==> src/rtl/uart_tx.sv <==
// 8N1 UART transmitter with a circular byte FIFO fed by CPU store strobes.
// Frames are sent back-to-back with no idle gap while the FIFO holds data.
module uart_tx #(
    parameter int CLKS_PER_BIT    = 868,
    parameter int FIFO_DEPTH_LOG2 = 4
) (
    input  logic       clk,
    input  logic       rstd,
    input  logic       we,
    input  logic [7:0] w_data,
    output logic       full,
    output logic       busy,
    output logic       uart
);
    localparam int                       DEPTH      = 1 << FIFO_DEPTH_LOG2;
    localparam logic [15:0]              BAUD_LAST  = 16'(CLKS_PER_BIT - 1);
    localparam logic [FIFO_DEPTH_LOG2:0] COUNT_FULL = (FIFO_DEPTH_LOG2 + 1)'(DEPTH);
    localparam logic [FIFO_DEPTH_LOG2:0] COUNT_ZERO = {(FIFO_DEPTH_LOG2 + 1){1'b0}};

    typedef enum logic [1:0] {
        ST_IDLE  = 2'd0,
        ST_START = 2'd1,
        ST_DATA  = 2'd2,
        ST_STOP  = 2'd3
    } state_t;

    state_t                     state_q, state_d;
    logic [15:0]                baud_q, baud_d;
    logic [2:0]                 bit_idx_q, bit_idx_d;
    logic [7:0]                 shift_q, shift_d;
    logic                       uart_q, uart_d;
    logic [FIFO_DEPTH_LOG2-1:0] wr_ptr_q, wr_ptr_d;
    logic [FIFO_DEPTH_LOG2-1:0] rd_ptr_q, rd_ptr_d;
    logic [FIFO_DEPTH_LOG2:0]   count_q, count_d;
    logic [7:0]                 mem_q [DEPTH];

    logic push_s;
    logic pop_s;
    logic empty_s;
    logic baud_end_s;

    assign full       = (count_q == COUNT_FULL);
    assign empty_s    = (count_q == COUNT_ZERO);
    assign busy       = (state_q != ST_IDLE) || !empty_s;
    assign uart       = uart_q;
    assign baud_end_s = (baud_q == BAUD_LAST);

    // FIFO pointer and occupancy next-state; a push while full is silently dropped
    always_comb begin
        push_s   = we && !full;
        wr_ptr_d = wr_ptr_q;
        rd_ptr_d = rd_ptr_q;
        if (push_s) begin
            wr_ptr_d = wr_ptr_q + 1'b1;
        end else begin
            wr_ptr_d = wr_ptr_q;
        end
        if (pop_s) begin
            rd_ptr_d = rd_ptr_q + 1'b1;
        end else begin
            rd_ptr_d = rd_ptr_q;
        end
        case ({push_s, pop_s})
            2'b10:   count_d = count_q + 1'b1;
            2'b01:   count_d = count_q - 1'b1;
            default: count_d = count_q;
        endcase
    end

    // FIFO storage write; contents need no reset since occupancy gates all reads
    always_ff @(posedge clk) begin
        if (push_s) begin
            mem_q[wr_ptr_q] <= w_data;
        end
    end

    // Frame sequencer; uart_d is the line level from the next edge onward
    always_comb begin
        state_d   = state_q;
        baud_d    = baud_q;
        bit_idx_d = bit_idx_q;
        shift_d   = shift_q;
        uart_d    = uart_q;
        pop_s     = 1'b0;
        case (state_q)
            ST_IDLE: begin
                baud_d = 16'd0;
                uart_d = 1'b1;
                if (!empty_s) begin
                    pop_s   = 1'b1;
                    shift_d = mem_q[rd_ptr_q];
                    state_d = ST_START;
                    uart_d  = 1'b0;
                end else begin
                    state_d = ST_IDLE;
                end
            end
            ST_START: begin
                if (baud_end_s) begin
                    baud_d    = 16'd0;
                    bit_idx_d = 3'd0;
                    uart_d    = shift_q[0];
                    state_d   = ST_DATA;
                end else begin
                    baud_d = baud_q + 16'd1;
                end
            end
            ST_DATA: begin
                if (baud_end_s) begin
                    baud_d    = 16'd0;
                    shift_d   = {1'b0, shift_q[7:1]};
                    bit_idx_d = bit_idx_q + 3'd1;
                    if (bit_idx_q == 3'd7) begin
                        uart_d  = 1'b1;
                        state_d = ST_STOP;
                    end else begin
                        uart_d = shift_q[1];
                    end
                end else begin
                    baud_d = baud_q + 16'd1;
                end
            end
            ST_STOP: begin
                if (baud_end_s) begin
                    baud_d = 16'd0;
                    if (!empty_s) begin
                        pop_s   = 1'b1;
                        shift_d = mem_q[rd_ptr_q];
                        state_d = ST_START;
                        uart_d  = 1'b0;
                    end else begin
                        state_d = ST_IDLE;
                        uart_d  = 1'b1;
                    end
                end else begin
                    baud_d = baud_q + 16'd1;
                end
            end
            default: begin
                state_d = ST_IDLE;
                baud_d  = 16'd0;
                uart_d  = 1'b1;
            end
        endcase
    end

    // State registers; reset truncates any frame and empties the FIFO
    always_ff @(posedge clk or negedge rstd) begin
        if (!rstd) begin
            state_q   <= ST_IDLE;
            baud_q    <= 16'd0;
            bit_idx_q <= 3'd0;
            shift_q   <= 8'd0;
            uart_q    <= 1'b1;
            wr_ptr_q  <= {FIFO_DEPTH_LOG2{1'b0}};
            rd_ptr_q  <= {FIFO_DEPTH_LOG2{1'b0}};
            count_q   <= COUNT_ZERO;
        end else begin
            state_q   <= state_d;
            baud_q    <= baud_d;
            bit_idx_q <= bit_idx_d;
            shift_q   <= shift_d;
            uart_q    <= uart_d;
            wr_ptr_q  <= wr_ptr_d;
            rd_ptr_q  <= rd_ptr_d;
            count_q   <= count_d;
        end
    end
endmodule

==> config.mk <==
export PLATFORM = sky130hd
export DESIGN_NAME = uart_tx
export DESIGN_NICKNAME = d
export VERILOG_FILES = /design/src/rtl/uart_tx.sv
export SDC_FILE = /design/constraint.sdc
export NUM_CORES = 1
export LEC_CHECK = 0
export CAP_MARGIN = 20
export CELL_PAD_IN_SITES_DETAIL_PLACEMENT = 2
export CELL_PAD_IN_SITES_GLOBAL_PLACEMENT = 2
export CORE_MARGIN = 4
export CORE_UTILIZATION = 45
export DETAILED_ROUTE_END_ITERATION = 16
export GPL_TIMING_DRIVEN = 0
export PLACE_DENSITY = 0.74
export SLEW_MARGIN = 5
export SYNTH_ARGS = -nofsm -noshare
export SYNTH_HDL_FRONTEND = slang
export SYNTH_SLANG_ARGS = --single-unit
==> constraint.sdc <==
create_clock -name clk -period 3.2 [get_ports clk]
set_input_delay 0.8 -clock clk [delete_from_list [all_inputs] [get_ports clk]]
set_output_delay 0.8 -clock clk [all_outputs]
set_load 0.02 [all_outputs]
==> impl_metrics.ini <==
[synth]
async_flop_share = 0.251
syn_inst = 484
synth_edf_count = 128
synth_flop_cell = edfxtp_1
synth.yosys.seq_area_share = 0.663
yosys.cell_types.count = 52
yosys_warnings = 0
netlist_area_um2 = 7430
syn_nets = 512
postSynthAreaPerCell_um2 = 15.3
synth_seq_cells = 171

[routing]
vias = 4350
wl_per_cell_um = 26.3
routed_wl_um = 19900
drt_iter0_drc = 261
ant_nets = 0
drcViolationCount = 0
post_drt_via_cell_ratio = 5.75
firstDrtPassIters = 7

[timing]
finClkSkew_ps = 17.0
finalCriticalPeriod_ps = 3030
finalSetupViolCount = 0
final_hold_viol_count = 0
tightest_slew_ps = 991
worst_hold_slack_ps = 306
period_share = 0.948
fmax_ghz = 0.330
worst_slack_ps = 167
max-slew-margin-rel = 0.337
slew_violations = 0
grt_setup_unrepaired = true

[die]
die_width_um = 136
fp-row-count = 46
die_h_um = 136
io_pins = 14
dieArea_um2 = 18600
start_util = 0.464
core_area_um2 = 16000

[setup_path]
r2r-start = baud_q[0]$_DFF_PN0_
cp_top_family = simple AND/OR/NAND/NOR gates
crit_type = reg -> reg
path_buf_inv = 2
crit_chain = ha_4 > and4bb_2 > and4_4 > buf_6 > a21oi_2 > nor3_4 > ha_2 > buf_6 > xor2_2 > ha_2 > nor2b_1 > o21ai_0 > a31oi_1 > nor2_1 > xor2_1
path_depth = 15
crit_path_start = baud_q[0]$_DFF_PN0_
reg2reg_depth = 15
critPathMaxStageDelay_ps = 430
crit_slowest_cell = dfrtp_1
crit_arrival_ps = 3370
endpoint_kind = flip-flop
endpoint = count_q[4]$_DFFE_PN0P_
r2r_setup_slack_ps = 170
cp-start-kind = flip-flop
crit_fanout = 7
required_ps = 3530
rr_endpoint = count_q[4]$_DFFE_PN0P_

[power]
power.density_nw_per_um2 = 931
clkPwrFrac = 0.259
p_comb_frac = 0.369
p_sw_mw = 2.96
p_sw_frac = 0.372
ir_drop_mv = 0.584
intPower_mw = 5.00
seqPwrFrac = 0.372
p_leak_nw = 3.12

[global_routing]
grt_overflow = 0
track_usage = 0.231
antenna_found_initial = 0
first_global_vias = 4852
grt_max_degree = 28
grt_pass1_wl_um = 30700

[clocking]
clock_sinks = 171
cts_tree = built
root_buffer = clkbuf_16
clock_latency_ps = 440
htreeDepth = 4
clockBufferDepth = 2
clk_pin_slew_ps = 80
numCtsBuffers = 17

[place]
dp_cells = 718
place_congestion = 0.751
pre_cts_slack_ps = -457
placed_area_um2 = 7860
dp_hpwl_um = 13300
portBuffers = 13

[worst_hold_path]
min_path_type = in -> async

[layout]
syn_to_final_growth_pct = 15.3
fin_cells = 756
fin_nets = 555
layout_commonest_cell = edfxtp_1
final_cell_area_um2 = 8560
drive_above_1_share = 0.183
mostFrequentLayoutCells = edfxtp_1 (128), dfrtp_1 (40), nor2_1 (34)
diodes = 0

[run_status]
status = finished, final reports clean

[flow_run]
maxCapViolCount = 0
-- flip-flops by register name (all words and copies together) (netlist names) --
register / flops
mem_q: 128
count_q: 5
bit_idx_q: 3
uart: 1
state_q: 2
wr_ptr_q: 4
rd_ptr_q: 4
baud_q: 16
shift_q: 8
-- synth_stat cells, types with 6 or more instances --
master    count  share of area
dfrtp_1      42           0.14
nor3_1        9         0.0061
a221oi_1     21          0.025
buf_2         6         0.0040
mux4_2       16          0.049
nor2_1       34          0.017
edfxtp_1    128           0.52
nand2b_1     10         0.0084
nand3_1      14         0.0094
clkbuf_1     10         0.0051
o21a_1        8         0.0081
a21oi_1       6         0.0040
o211ai_1      8         0.0081
mux2i_1      29          0.039
nand2_1      28          0.014
inv_1        10         0.0051
ha_1         17          0.029
xnor2_1      10          0.012
xor2_1       15          0.018
o21ai_0       9         0.0061
-- stage by stage --
stage	utilization	TNS, ps	power [mW]
2_1_floorplan	-	0	4.92
3_3_place_gp	0.489	-6340	5.60
3_5_place_dp	0.491	-3600	5.83
4_1_cts	0.532	0	8.00
5_1_grt	0.535	-20.0	8.39
6_report	0.535	0	7.97
-- kinds of logic after synthesis --
logic type / share of synthesized area
flip-flops: 0.663
AND/OR/NAND/NOR: 0.0871
AO/OA/AOI/OAI: 0.0652
multiplexers: 0.102
buffers and inverters: 0.0253
XOR/XNOR: 0.0295
adder cells (fa/ha/maj): 0.0286
-- repair_timing --
action / in CTS / in global routing
pin swaps: 4 / 7
gates cloned: 0 / 0
hold buffers: 0 / 0
setup buffers: 3 / 4
endpoints found under the setup margin: 3 / 3
gates resized for setup: 10 / 6
-- layer usage --
metal,track usage,vias up,wire [um]
met1,0.296,2308,8460
met2,0.405,93,10600
met5,0,-,0
met4,0.0487,0,161
li1,-,1937,-
met3,0.0485,12,697
-- power by group through the flow --
stage	sequential [mW]	clock (mW)	combinational [mW]
after floorplan	2.93	0	1.99
after global placement	2.96	0	2.65
after detailed placement	2.99	0	2.84
after CTS	2.97	2.11	2.92
after global routing	3.00	2.22	3.17
final	2.96	2.07	2.94
-- layout make-up --
class	count	area (um2)
buffer	23	158
fill	1488	7440
sequential	171	4920
timing repair buffer	25	218
inverter	10	37.5
clock inverter	15	170
tap	216	270
multi-input combinational	279	2360
clock buffer	17	425
-- worst min path at each step --
stage / slack (ps) / depth (start not counted) / startpoint / end
5_1_grt: 320 / 1 / rstd / baud_q[13]$_DFF_PN0_
2_1_floorplan: 420 / 1 / baud_q[0]$_DFF_PN0_ / baud_q[0]$_DFF_PN0_
4_1_cts: 300 / 1 / rstd / baud_q[12]$_DFF_PN0_
3_5_place_dp: 460 / 1 / baud_q[0]$_DFF_PN0_ / baud_q[0]$_DFF_PN0_
6_report: 310 / 1 / rstd / baud_q[12]$_DFF_PN0_
3_3_place_gp: 440 / 1 / baud_q[0]$_DFF_PN0_ / baud_q[0]$_DFF_PN0_
Note: power is estimated with default switching activity, not from simulation.
